File: src/rtl/garage_door_sequencer_pkg.sv
// Shared types for the garage door sequencer: state codes, travel direction
// and a small helper for the motion states.
package garage_pkg;

    typedef enum logic [2:0] {
        CLOSED  = 3'd0,
        OPENING = 3'd1,
        OPEN    = 3'd2,
        CLOSING = 3'd3,
        STOPPED = 3'd4,
        FAULT   = 3'd5
    } state_e;

    typedef enum logic {
        DIR_DOWN = 1'b0,
        DIR_UP   = 1'b1
    } dir_e;

    function automatic logic is_moving(input state_e s);
        return (s == OPENING) || (s == CLOSING);
    endfunction

endpackage

File: src/rtl/garage_door_sequencer_req_edge_arb.sv
// Rising-edge detect on the request lines with a fixed lowest-index-wins pick.
// Losing same-cycle edges are dropped, not queued.
module req_edge_arb #(
    parameter int N_REQ = 3
) (
    input  logic             clk,
    input  logic             rst,
    input  logic [N_REQ-1:0] req_i,
    output logic             cmd_o,
    output logic [N_REQ-1:0] win_o
);

    logic [N_REQ-1:0] req_q;
    logic [N_REQ-1:0] edg;

    always_ff @(posedge clk or negedge rst) begin
        if (!rst) begin
            req_q <= '0;
        end else begin
            req_q <= req_i;
        end
    end

    assign edg = req_i & ~req_q;

    // two's-complement trick isolates the lowest set bit
    assign win_o = edg & (~edg + 1'b1);
    assign cmd_o = |edg;

endmodule

File: src/rtl/garage_door_sequencer.sv
// Garage door motor sequencer: command arbitration, travel FSM, obstruction
// reversal, travel timeout, auto-close and courtesy light.
module garage_door_sequencer
    import garage_pkg::*;
#(
    parameter int N_REQ          = 3,
    parameter int CNT_W          = 16,
    parameter int TRAVEL_TMO_CYC = 5000,
    parameter int AUTO_CLOSE_CYC = 1000,
    parameter int LIGHT_HOLD_CYC = 2000
) (
    input  logic             clk,
    input  logic             rst,
    input  logic [N_REQ-1:0] req,
    output logic [N_REQ-1:0] req_grant,
    input  logic             UP_max,
    input  logic             DN_max,
    input  logic             obstruct,
    input  logic             auto_close_en,
    output logic             UP_m,
    output logic             DN_m,
    output logic             light,
    output logic             fault,
    output logic [2:0]       state_o
);

    localparam logic [CNT_W-1:0] TMO_LAST = CNT_W'(TRAVEL_TMO_CYC - 1);
    localparam logic [CNT_W-1:0] AC_LAST  = CNT_W'(AUTO_CLOSE_CYC - 1);
    localparam logic [CNT_W-1:0] HOLD     = CNT_W'(LIGHT_HOLD_CYC);

    state_e           state_q, state_d;
    dir_e             dir_q, dir_d;
    logic [CNT_W-1:0] tmr_q, tmr_d;
    logic [CNT_W-1:0] lgt_q, lgt_d;
    logic [N_REQ-1:0] grant_q, grant_d;
    logic             cmd;
    logic [N_REQ-1:0] win;
    logic             take;
    logic             tmo_hit;
    logic             both_lim;

    req_edge_arb #(
        .N_REQ (N_REQ)
    ) u_arb (
        .clk   (clk),
        .rst   (rst),
        .req_i (req),
        .cmd_o (cmd),
        .win_o (win)
    );

    assign tmo_hit  = (tmr_q == TMO_LAST);
    assign both_lim = UP_max & DN_max;

    always_comb begin
        state_d = state_q;
        dir_d   = dir_q;
        take    = 1'b0;
        unique case (state_q)
            CLOSED: begin
                if (both_lim) begin
                    state_d = FAULT;
                end else if (cmd) begin
                    state_d = OPENING;
                    take    = 1'b1;
                end
            end
            OPENING: begin
                if (UP_max) begin
                    state_d = OPEN;
                end else if (tmo_hit) begin
                    state_d = FAULT;
                end else if (cmd) begin
                    state_d = STOPPED;
                    dir_d   = DIR_UP;
                    take    = 1'b1;
                end
            end
            OPEN: begin
                if (both_lim) begin
                    state_d = FAULT;
                end else if (cmd && !obstruct) begin
                    state_d = CLOSING;
                    take    = 1'b1;
                end else if (auto_close_en && tmr_q == AC_LAST
                             && !obstruct) begin
                    state_d = CLOSING;
                end
            end
            CLOSING: begin
                // limit beats obstruction: door is already down
                if (DN_max) begin
                    state_d = CLOSED;
                end else if (obstruct) begin
                    state_d = OPENING;
                end else if (tmo_hit) begin
                    state_d = FAULT;
                end else if (cmd) begin
                    state_d = STOPPED;
                    dir_d   = DIR_DOWN;
                    take    = 1'b1;
                end
            end
            STOPPED: begin
                if (cmd) begin
                    take = 1'b1;
                    if (dir_q == DIR_DOWN || obstruct) begin
                        state_d = OPENING;
                    end else begin
                        state_d = CLOSING;
                    end
                end
            end
            FAULT: begin
                state_d = FAULT;
            end
            default: begin
                state_d = FAULT;
            end
        endcase
    end

    always_comb begin
        tmr_d = tmr_q;
        if (state_d != state_q || (state_q == OPEN && obstruct)) begin
            tmr_d = '0;
        end else if (!(&tmr_q)) begin
            tmr_d = tmr_q + 1'b1;
        end
    end

    // counter is parked at HOLD during motion so it runs down after exit
    always_comb begin
        lgt_d = lgt_q;
        if (is_moving(state_q)) begin
            lgt_d = HOLD;
        end else if (lgt_q != '0) begin
            lgt_d = lgt_q - 1'b1;
        end
    end

    assign grant_d = take ? win : '0;

    always_ff @(posedge clk or negedge rst) begin
        if (!rst) begin
            state_q <= CLOSED;
            dir_q   <= DIR_DOWN;
            tmr_q   <= '0;
            lgt_q   <= '0;
            grant_q <= '0;
        end else begin
            state_q <= state_d;
            dir_q   <= dir_d;
            tmr_q   <= tmr_d;
            lgt_q   <= lgt_d;
            grant_q <= grant_d;
        end
    end

    assign UP_m      = (state_q == OPENING);
    assign DN_m      = (state_q == CLOSING);
    assign fault     = (state_q == FAULT);
    assign light     = is_moving(state_q) || (state_q == FAULT)
                       || (lgt_q != '0);
    assign state_o   = state_q;
    assign req_grant = grant_q;

endmodule

File: config.mk
export PLATFORM = sky130hd
export DESIGN_NAME = garage_door_sequencer
export DESIGN_NICKNAME = d
export VERILOG_FILES = /design/src/rtl/garage_door_sequencer_pkg.sv /design/src/rtl/garage_door_sequencer_req_edge_arb.sv /design/src/rtl/garage_door_sequencer.sv
export SDC_FILE = /design/constraint.sdc
export NUM_CORES = 1
export LEC_CHECK = 0
export ABC_AREA = 1
export CAP_MARGIN = 10
export CORE_UTILIZATION = 57
export CTS_CLUSTER_SIZE = 28
export DETAILED_ROUTE_END_ITERATION = 12
export GPL_ROUTABILITY_DRIVEN = 0
export GPL_TIMING_DRIVEN = 0
export HOLD_SLACK_MARGIN = 0.06
export MAX_ROUTING_LAYER = met4
export PLACE_DENSITY = 0.83
export SLEW_MARGIN = 20
export SYNTH_ARGS = -nofsm -noshare
export SYNTH_HDL_FRONTEND = slang
export SYNTH_SLANG_ARGS = --single-unit
File: constraint.sdc
create_clock -name clk -period 2.6 [get_ports clk]
set_input_delay 0.78 -clock clk [delete_from_list [all_inputs] [get_ports clk]]
set_output_delay 0.78 -clock clk [all_outputs]
set_load 0.01 [all_outputs]
# [Word-level counts from Yosys, hierarchy flattened]
# Cells that the tools add are included.
[word_totals] register_bits=42 inputBits=9 output_inout_bits=10
[op_classes] n_addsub=3 eq_ne=16 mux=35 n_bitwise=6 reduce_logical=17
[ops] op="two-way mux 16 bit" count=4
[ops] op="two-way mux 3 bit" count=12
[ops] op="adder 16 x 1 -> 16 bit (second input constant)" count=1
[ops] op="== test 16 x 10 -> 1 bit (second input constant)" count=1
[ops] op="== test 16 x 13 -> 1 bit (second input constant)" count=1
[ops] op="AND reduction 16 bit" count=1
[ops] op="nonzero test 16 bit" count=1
[ops] op="subtractor 16 x 1 -> 16 bit (second input constant)" count=1
[ops] op="two-way mux 1 bit" count=15
[ops] op="case mux 3 bit (5 select lines)" count=1
[ops] op="inequality test 2 bit (second input constant)" count=6
[ops] op="AND reduction 8 bit" count=1
[ops] op="bitwise AND 3 bit" count=2
[ops] op="== test 3 x 2 -> 1 bit (second input constant)" count=2
[ops] op="== test 3 bit (second input constant)" count=2
[ops] op="NOT 3 bit" count=2
[ops] op="logical OR 1 bit" count=5
[ops] op="case mux 1 bit (5 select lines)" count=1
[ops] op="logical AND 1 bit" count=4
[ops] op="inequality test 2 x 1 -> 1 bit (second input constant)" count=2
[ops] op="nonzero test 2 bit" count=2
[ops] op="adder 3 x 1 -> 3 bit (second input constant)" count=1
[ops] op="== test 3 x 1 -> 1 bit (second input constant)" count=1
[ops] op="zero test 3 bit" count=1
[ops] op="7 further kinds" count=7

# [Depth between registers and ports, before layout]
# Gate-level depths: netlist of the first run.
[depth] word_depth=11 mapped_depth=15 mapped_depth_nobuf=14

# [Cells and area by module]
# A second synthesis of the first run with hierarchy kept.
[unflattened] cells_unflattened=368 area_unflattened_um2=2723.9
[modules_own_cells] mod="garage_door_sequencer" instances=1 cells_per_inst=354 area_per_inst_um2=2598.7 seq_area_each_um2=975.9
[modules_own_cells] mod="req_edge_arb" instances=1 cells_per_inst=14 area_per_inst_um2=125.1 seq_area_each_um2=75.1

# [Least setup slack after synthesis of the first run]
# Ideal clock, no wire load.
[synth_timing] path_kind="reg2out" startpoint="reg lgt_q[0]" endpoint="out light" arrival_time_ps=1587 slack_ps=233 stages_incl_launch_ff=9 n_path_buf=0 path_cell_list="dfrtp_1 > inv_1 > ha_1 > inv_1 > nor2_1 > inv_1 > nor2_1 > nand2_1 > or2_2"
[synth_via] elab_chain_len=2
[synth_lines] element="from (decl)" line_no="garage_door_sequencer.sv:34" source="logic [CNT_W-1:0] lgt_q, lgt_d;"
[synth_lines] element="from (signal assigned)" line_no="garage_door_sequencer.sv:155" source="lgt_q <= lgt_d;"
[synth_lines] element="nonzero test 16 bit" line_no="garage_door_sequencer.sv:164" source="|| (lgt_q != '0);"
[synth_lines] element="logical OR 1 bit" line_no="garage_door_sequencer.sv:164"
[synth_lines] element="to (decl)" line_no="garage_door_sequencer.sv:22" source="output logic light,"
# No other way between the ends.

# [Worst setup path after layout of the first run]
[layout_timing] startpoint="reg lgt_q[2]" endpoint="out light"
# Same word-level chain as after synthesis.

==> summary.md, run 1 <==
### Synthesis
* simple AND/OR/NAND/NOR gates — dominant combinational cell family by area after synthesis
* dfrtp_1 — primary flip-flop cell chosen by synthesis mapping
* 0.0102 — Adder-Cell Fraction of Synth Area
* 0.428 — sequential area share after synthesis
* 0.0392 — xor-xnor portion of the synthesized cell area
* 0.101 — fraction of the mapped netlist area in compound gates
* 339 — Post-Syn Nets
* 42 — post-synthesis sequential element count
* 7.49 µm² — Mean Syn Cell Area
* 34 — library cells used by synthesis
* 1.00 — fraction of registers with async set or reset after synthesis
* 0.345 — synthesized-area fraction occupied by and/or/nand/nor cells
* 0 — Yosys Warn Count
* 0.00246 mm² — netlist area before placement
* 0 — post-synthesis mux area share
* 0 — number of synthesized flops with an enable pin
* 328 — Mapped Cells

### Setup path
* 5 — largest fanout on the critical path
* flop to output port — critical path start-end classification
* 0.44 ns — largest stage delay on the critical path
* light — Worst Setup EP
* dfrtp_1 — Critical Path Slowest Stage Cell
* nor2_1 > nand2_1 > nor2_4 > inv_2 > nor2_4 > nand2_2 > or2_2 > buf_2 — cells traversed along the worst timing path
* 1.80 ns — Crit path arrival time
* flop — type of element launching the critical path
* 15 — path depth of the worst reg2reg path
* 0.51 ns — R2R setup slack
* tmr_q[11] — RR Endpoint
* lgt_q[2] — startpoint of the worst setup timing path
* 1.82 ns — data required time at the worst endpoint
* tmr_q[0] — reg-to-reg startpoint
* output port — element type at the critical path end
* nor2_4 — most repeated library cell on the critical path

### Run
* 0 — Maximum Capacitance Violations

### Cells and area
* 0 — final antenna diode count
* 0.00291 mm² — final standard cell area without fillers
* 375 — Total Nets Final
* 322 — Layout fillers
* 0.159 — fraction of final layout cells sized beyond drive strength 1
* 18.3% — synthesis-to-finish area growth
* 414 — non-filler cells in the finished layout
* 0.717 — final core utilization

### Clock network
* 2 — H-tree levels
* clkbuf_8 — clk root buf
* 42 — number of sinks driven by the clock tree
* 0 — number of buffers inserted for hold repair after clock tree synthesis
* 5 — Inserted Clock Buffers
* 0.30 ns — insertion delay to the later sink of the worst-skew pair
* built — clock tree from TritonCTS
* 0.08 ns — clock-pin slew of the registers on the worst-case setup and hold paths
* 2 — buffers from clock root to sink, at most

### Floorplan
* 67.7 µm — die outline width
* 19 — number of placed I/O pins
* 23 — Row Count
* 67.7 µm — Die Ht
* 0.00406 mm² — Core Footprint
* 0.00458 mm² — DIE AREA
* 0.606 — Starting Density

### STA
* 0.990 — final cycle utilization of the critical path
* 0.0249 ns — slack of the critical path
* 0.388 GHz — peak clock frequency supported by timing
* 2.58 ns — min cycle time layout
* 0 — count of endpoints failing hold in the final timing report
* 0 ns — Setup TNS Final
* 0.411 ns — Worst-Margin Slew
* 0.724 — relative slew slack
* 0.00926 ns — Setup Skew
* 0 — setup violators final
* yes — unrepaired setup endpoints after global routing
* 0 — final-report max-slew violation count
* 0.344 ns — hold slack final

### Place
* 0.00272 mm² — DP Area
* 3790 µm — placed wire-length estimate after detailed placement
* -0.599 ns — Setup WS pre-CTS
* 18 — Port Buffer Count
* 397 — Post-Place Cells

### GRT
* 2,155 — number of global-route vias before repair
* 0.273 — total track usage
* 8910 µm — first-pass GRT wire length
* 0 — global route total overflow
* 0 — antenna violations before repair
* 33 — pin count of the biggest net entering global routing

### Power
* 0.000841 V — IR drop worst, VDD
* 1.31 nW — leakage
* 802 mW/mm² — total power density per cell area
* 2.33 mW — total power draw

### Detailed routing
* 5.34 — number of vias per cell after detailed routing
* 12.8 µm — Avg WL per Cell
* 0 — antenna violation net count after detailed routing
* 78 — Starting DRT DRC Count
* 2,211 — via count
* 4 — length of the first detailed-routing pass in iterations
* 0 — number of design rule violations left after detail routing
* 5300 µm — final wirelength

### Hold path
* input pin to asynchronous set/reset pin — Min-Delay Path Class

### Status
* finished clean — outcome

## Yosys cell counts (all sizes together), types with 2 or more instances
cell type,n,area share
nand2,67,0.10
o21a,2,0.0061
nor3,7,0.014
or2,3,0.0076
o21bai,2,0.0061
nand3,21,0.052
a21oi,14,0.030
dfrtp,42,0.43
xor2,8,0.029
nand4,12,0.031
a31oi,2,0.0076
xnor2,3,0.011
o21ai,19,0.039
inv,46,0.070
nand3b,2,0.0061
nor2,68,0.12
ha,2,0.010
## cell families (layout without fill, tap and decap cells)
family / after synthesis / in the layout
xor gates and xnor gates: 11 / 11
AOI/OAI and AO/OA: 43 / 43
and+or+nand+nor: 182 / 182
adders and majority gates: 2 / 2
buffers and inverters: 48 / 84
DFF: 42 / 42
## area by class of cell
| class | instances | area [µm²] | share of cell area |
|---|---|---|---|
| clock buffer | 5 | 68.8 | 0.0237 |
| sequential | 42 | 1050 | 0.362 |
| buffer | 2 | 18.8 | 0.00645 |
| timing repair buffer | 29 | 264 | 0.0908 |
| multi-input combinational | 238 | 1260 | 0.433 |
| clock inverter | 2 | 10.0 | 0.00344 |
| inverter | 46 | 173 | 0.0594 |
| tap | 50 | 62.6 | 0.0215 |
## how the worst min path moves through the flow
stage	end	slack [ns]	depth (start not counted)
after floorplan	lgt_q[0]	0.43	1
after global placement	lgt_q[0]	0.45	1
after detailed placement	lgt_q[0]	0.46	1
after CTS	tmr_q[2]	0.35	1
after global routing	tmr_q[2]	0.37	1
final	tmr_q[2]	0.34	1
## what timing repair did
action,CTS,global route
gates resized for setup,18,5
setup endpoints to repair,2,12
setup buffers,4,6
pin swaps,2,3
## state kept, by name, summed over array words and instances (netlist names)
| signal | count |
|---|---|
| lgt_q | 16 |
| tmr_q | 16 |
| req_grant | 3 |
| state_o | 3 |
| u_arb.req_q | 3 |
| dir_q | 1 |
## power by group
part | leakage (nW) | internal, mW | switching [mW] | total (mW)
Sequential | 0.532 | 0.755 | 0.110 | 0.864
Combinational | 0.731 | 0.427 | 0.639 | 1.07
Clock | 0.0438 | 0.180 | 0.221 | 0.401
## critical path, delay by kind of cell, from the launching register on
kind / cells / cell delay [ns]
buffers and inverters: 2 / 0.22
flip-flops: 1 / 0.44
AND/OR/NAND/NOR: 6 / 0.84
## routing by layer
| metal | wire [µm] | share of wire | global-route usage | vias to the layer above |
|---|---|---|---|---|
| met1 | 2370 | 0.45 | 0.312 | 1018 |
| met2 | 2600 | 0.49 | 0.462 | 58 |
| met3 | 271 | 0.051 | 0.0473 | 7 |
| met4 | 59 | 0.011 | 0.125 | 0 |
| li1 | - | - | - | 1128 |
| met5 | 0 | 0 | - | - |
## cells in the final DEF, fill, tap and decap left out, types with 2 or more instances in the layout
cell              n
nand3b_1          2
nand3_1          17
a21oi_1          13
nor3_1            7
buf_4            10
xor2_1            8
or2_2             2
nor2_2           10
nand4_1          12
inv_2             7
nand3_2           3
clkbuf_8          5
dfrtp_1          41
nor2_4            6
xnor2_1           3
nand2_2           3
nand2_1          64
inv_1            39
clkinv_2          2
o21ai_0          19
clkdlybuf4s50_1  15
nor2_1           52
buf_2             2
o21a_1            2
o21bai_1          2
Power figures use the tool's default switching activity.
==> inputs of run 2 (changes only) <==
--- a/config.mk
+++ b/config.mk
@@ -15,6 +15,7 @@
 export HOLD_SLACK_MARGIN = 0.06
 export MAX_ROUTING_LAYER = met4
 export PLACE_DENSITY = 0.83
+export REMOVE_ABC_BUFFERS = 1
 export SLEW_MARGIN = 20
 export SYNTH_ARGS = -nofsm -noshare
 export SYNTH_HDL_FRONTEND = slang
==> run 2 against run 1 <==
  * Critical path depth grew 1
  * Cell area is essentially flat
  * Sequential power grew 1%
  * First-iteration DRC count grew 150%
  * Global-route usage shrank 1.1 points
  * Clock-buffer cell count grew 3
==> summary.md, run 2 (same netlist as run 1, synthesis figures left out) <==
### Status
* finished clean — outcome

### GRT
* 0 — global route total overflow
* 8660 µm — first-pass GRT wire length
* 25 — pin count of the biggest net entering global routing
* 0.262 — total track usage
* 0 — antenna violations before repair
* 2,018 — number of global-route vias before repair

### Clock network
* 42 — number of sinks driven by the clock tree
* 2 — H-tree levels
* 2 — buffers from clock root to sink, at most
* built — clock tree from TritonCTS
* 5 — Inserted Clock Buffers
* clkbuf_8 — clk root buf
* 0 — number of buffers inserted for hold repair after clock tree synthesis
* 0.30 ns — insertion delay to the later sink of the worst-skew pair
* 0.08 ns — clock-pin slew of the registers on the worst-case setup and hold paths

### Detailed routing
* 2,162 — via count
* 192 — Starting DRT DRC Count
* 5.27 — number of vias per cell after detailed routing
* 0 — number of design rule violations left after detail routing
* 0 — antenna violation net count after detailed routing
* 12.3 µm — Avg WL per Cell
* 4 — length of the first detailed-routing pass in iterations
* 5040 µm — final wirelength

### STA
* 2.58 ns — min cycle time layout
* 0.679 — relative slew slack
* 0 — final-report max-slew violation count
* 0.425 ns — hold slack final
* 0.992 — final cycle utilization of the critical path
* 0.00646 ns — Setup Skew
* 0 ns — Setup TNS Final
* 0 — count of endpoints failing hold in the final timing report
* 0.388 GHz — peak clock frequency supported by timing
* yes — unrepaired setup endpoints after global routing
* 0.482 ns — Worst-Margin Slew
* 0 — setup violators final

### Cells and area
* nand2_1 — most common library cell in the layout ignoring fill and taps
* 0.00105 mm² — area taken by flip-flops and latches
* 0 — final antenna diode count
* 315 — Layout fillers
* 0.00291 mm² — final standard cell area without fillers
* lgt_q (16), tmr_q (16) — biggest registers after layout
* 0.147 — fraction of final layout cells sized beyond drive strength 1
* 63 x nand2_1, 53 x nor2_1, 41 x inv_1 — highest-count cells in the layout ignoring fill and taps
* 18.2% — synthesis-to-finish area growth
* 370 — Total Nets Final
* 0.00125 mm² — area of combinational cells with multiple inputs

### Floorplan
* 19 — number of placed I/O pins
* 23 — Row Count
* 67.7 µm — Die Ht
* 67.7 µm — die outline width
* 0.00406 mm² — Core Footprint
* 0.00458 mm² — DIE AREA
* 0.606 — Starting Density

### Run
* 0 — Maximum Capacitance Violations

### Setup path
* output port — element type at the critical path end
* 4 — largest fanout on the critical path
* 1.80 ns — Crit path arrival time
* flop — type of element launching the critical path
* flop to output port — critical path start-end classification
* 1.82 ns — data required time at the worst endpoint

### Power
* 1.30 nW — leakage
* 812 mW/mm² — total power density per cell area
* 0.000443 V — IR drop worst, VDD

### Place
* 18 — Port Buffer Count
* 0.00271 mm² — DP Area
* 3530 µm — placed wire-length estimate after detailed placement

### Hold path
* input pin to asynchronous set/reset pin — Min-Delay Path Class

run 2: report_power, final:
part	switching [mW]	total [mW]	internal, mW
Clock	0.227	0.495	0.268
Combinational	0.614	0.992	0.377
Sequential	0.117	0.873	0.756
run 2: what timing repair did:
action                                  4_1_cts  5_1_grt
pin swaps                                     2        1
resized for setup                            12        8
endpoints found under the setup margin        2       20
setup buffers                                 5        2
run 2: worst max-delay path: stages (launching register included):
cell and delay (ns):
dfrtp_1 0.40, inv_2 0.07, ha_2 0.18, inv_2 0.06, nor2_4 0.11, inv_2 0.07, nor2_4 0.10, nand2_2 0.09
or2_2 0.28, buf_2 0.15
run 2: cell type report:
type	instances	share of cell area
Sequential cell	42	0.363
Clock buffer	8	0.0379
Multi-Input combinational cell	238	0.432
Timing Repair Buffer	26	0.0861
Tap cell	50	0.0215
Inverter	46	0.0603
run 2: worst paths after layout:
kind,from,to,slack [ns],depth (start not counted)
min in group clk,lgt_q[13],lgt_q[13],0.50,1
worst max-delay path,lgt_q[0],light,0.02,9
worst min-delay path,rst,lgt_q[2],0.43,1
worst max register to register,tmr_q[0],tmr_q[14],0.48,14
max in group asynchronous,rst,state_o[2],1.69,2
worst min register to register,lgt_q[13],lgt_q[13],0.50,1
run 2: metal layers:
metal	up-vias	part of all wire	GRT usage
met5	-	0	-
met4	0	0.020	0.106
met3	14	0.052	0.0574
met2	57	0.47	0.415
met1	974	0.46	0.321
li1	1117	-	-
run 2: metrics by stage:
step / worst slack, ns / std cells / util / power [mW]
CTS: 0.00843 / 408 / 0.709 / 2.31
global placement: -0.523 / 394 / 0.662 / 1.74
global route: -0.0782 / 410 / 0.716 / 2.52
floorplan: 0.233 / 326 / - / 1.48
finish: 0.0216 / 410 / 0.716 / 2.36
detailed placement: -0.542 / 395 / 0.667 / 1.77
==> inputs of run 3 (changes only) <==
--- a/config.mk
+++ b/config.mk
@@ -14,7 +14,7 @@
 export GPL_TIMING_DRIVEN = 0
 export HOLD_SLACK_MARGIN = 0.06
 export MAX_ROUTING_LAYER = met4
-export PLACE_DENSITY = 0.83
+export PLACE_DENSITY = 0.84
 export REMOVE_ABC_BUFFERS = 1
 export SLEW_MARGIN = 20
 export SYNTH_ARGS = -nofsm -noshare
==> run 3 against run 2 <==
  * Die area unchanged
  * Cell count increased by 0.73%
  * Register-to-register slack better by 0.03 ns
  * Routed wire length increased by 7.6%
  * Clock-buffer cell count shrank 3
  * Critical path depth stayed put
  * Worst setup slack better by 0.032 ns
  * Non-clock buffer count up 4
  * Flip-flop and latch count did not move
  * Worst hold slack got worse by 0.0091 ns
  * Combinational power hardly changed
  * Highest routed layer unchanged
==> summary.md, run 3 (same netlist as run 1, synthesis figures left out) <==
### STA
* 0.416 ns — hold slack final
* 0 — count of endpoints failing hold in the final timing report
* 0.0102 ns — Setup Skew
* 0.693 — relative slew slack
* 0 — final-report max-slew violation count
* 0.460 ns — Worst-Margin Slew
* 2.55 ns — min cycle time layout
* 0.980 — final cycle utilization of the critical path
* 0 — setup violators final
* 0.393 GHz — peak clock frequency supported by timing

### Clock network
* 0.08 ns — clock-pin slew of the registers on the worst-case setup and hold paths
* built — clock tree from TritonCTS
* 5 — Inserted Clock Buffers
* clkbuf_8 — clk root buf
* 2 — H-tree levels
* 42 — number of sinks driven by the clock tree
* 2 — buffers from clock root to sink, at most
* 0 — number of buffers inserted for hold repair after clock tree synthesis
* 0.30 ns — insertion delay to the later sink of the worst-skew pair

### Place
* 395 — Post-Place Cells
* 18 — Port Buffer Count
* 3690 µm — placed wire-length estimate after detailed placement

### Hold path
* input pin to asynchronous set/reset pin — Min-Delay Path Class

### Status
* finished clean — outcome

### Floorplan
* 0.00406 mm² — Core Footprint
* 23 — Row Count
* 0.00458 mm² — DIE AREA
* 67.7 µm — die outline width
* 0.606 — Starting Density
* 67.7 µm — Die Ht
* 19 — number of placed I/O pins

### Detailed routing
* 0 — number of design rule violations left after detail routing
* 13.1 µm — Avg WL per Cell
* 2,247 — via count
* 5420 µm — final wirelength
* 4 — length of the first detailed-routing pass in iterations
* 0 — antenna violation net count after detailed routing
* 5.44 — number of vias per cell after detailed routing
* 223 — Starting DRT DRC Count

### Power
* 0.000509 V — IR drop worst, VDD
* 0.444 — power share of the combinational group
* 0.381 — sequential group share of total power
* 2.29 mW — total power draw
* 0.967 mW — Net Sw Power
* 0.175 — Clock power frac
* 0.423 — fraction of power spent switching nets
* 1.32 mW — Internal Pwr Total
* 1.32 nW — leakage
* 783 mW/mm² — total power density per cell area

### GRT
* 0 — antenna violations before repair
* 0 — global route total overflow
* 0.389 — GRT met2 Usage
* 0.254 — total track usage
* 0.317 — met1 Track Usage GR
* 0.0557 — global routing usage on met3
* 1,974 — number of global-route vias before repair
* met2 — grt peak-use layer
* 8310 µm — first-pass GRT wire length
* 26 — pin count of the biggest net entering global routing

### Cells and area
* 18.8% — synthesis-to-finish area growth
* nand2_1 — most common library cell in the layout ignoring fill and taps
* lgt_q (16), tmr_q (16) — biggest registers after layout
* 0 — final antenna diode count
* 0.154 — fraction of final layout cells sized beyond drive strength 1
* 374 — Total Nets Final
* 413 — non-filler cells in the finished layout
* 63 x nand2_1, 52 x nor2_1, 42 x inv_1 — highest-count cells in the layout ignoring fill and taps

### Setup path
* 3 — largest fanout on the critical path
* flop — type of element launching the critical path
* 1.82 ns — data required time at the worst endpoint
* output port — element type at the critical path end
* lgt_q[1] — startpoint of the worst setup timing path
* flop to output port — critical path start-end classification
* 1.77 ns — Crit path arrival time
* state_o[1] — reg-to-reg startpoint

### Run
* 0 — Maximum Capacitance Violations

## run 3: area by class of cell
cell class,instances,area (µm²)
well taps,50,62.6
clock buffers,5,68.8
fillers,315,1140
multi-input cells,238,1260
clock inverters,2,10.0
inverters,46,175
repair buffers,30,287
flip-flops and latches,42,1050
## run 3: timing repair
action	4_1_cts	5_1_grt
hold endpoints to repair	0	0
buffers inserted	4	7
resized for setup	17	6
pin swaps	2	4
endpoints found under the setup margin	2	19
## run 3: layer usage
| metal | up-vias | part of all wire |
|---|---|---|
| li1 | 1129 | - |
| met1 | 1045 | 0.45 |
| met2 | 57 | 0.47 |
| met3 | 16 | 0.047 |
| met4 | 0 | 0.027 |
| met5 | - | 0 |
## run 3: through the flow
| stage | TNS (ns) | setup WS (ns) | area, µm² | util |
|---|---|---|---|---|
| after floorplan | 0 | 0.233 | 2440 | - |
| after global placement | -15.35 | -0.543 | 2690 | 0.662 |
| after detailed placement | -3.75 | -0.553 | 2710 | 0.667 |
| after CTS | 0 | 0.0173 | 2840 | 0.701 |
| after global routing | -0.00946 | -0.00946 | 2920 | 0.720 |
| final | 0 | 0.0533 | 2920 | 0.720 |
## run 3: final timing paths
path | endpoint | slack (ns) | cells after the start
worst min register to register | dir_q | 0.51 | 2
min in group clk | dir_q | 0.51 | 2
worst max register to register | tmr_q[13] | 0.51 | 11
worst max-delay path | light | 0.05 | 9
max in group asynchronous | state_o[2] | 1.69 | 2
worst min-delay path | lgt_q[2] | 0.42 | 1
## run 3: power groups by stage
stage / sequential [mW] / combinational [mW] / clock (mW)
2_1_floorplan: 0.860 / 0.623 / 0
3_3_place_gp: 0.866 / 0.869 / 0
3_5_place_dp: 0.871 / 0.905 / 0
4_1_cts: 0.865 / 0.949 / 0.410
5_1_grt: 0.884 / 1.13 / 0.433
6_report: 0.872 / 1.02 / 0.399
## run 3: critical path, stage by stage, from the launching register on
cell,delay [ns]
dfrtp_1,0.41
inv_1,0.07
ha_2,0.18
inv_2,0.05
nor2_4,0.13
inv_2,0.06
nor2_4,0.14
nand2_4,0.06
or2_4,0.24
buf_6,0.12
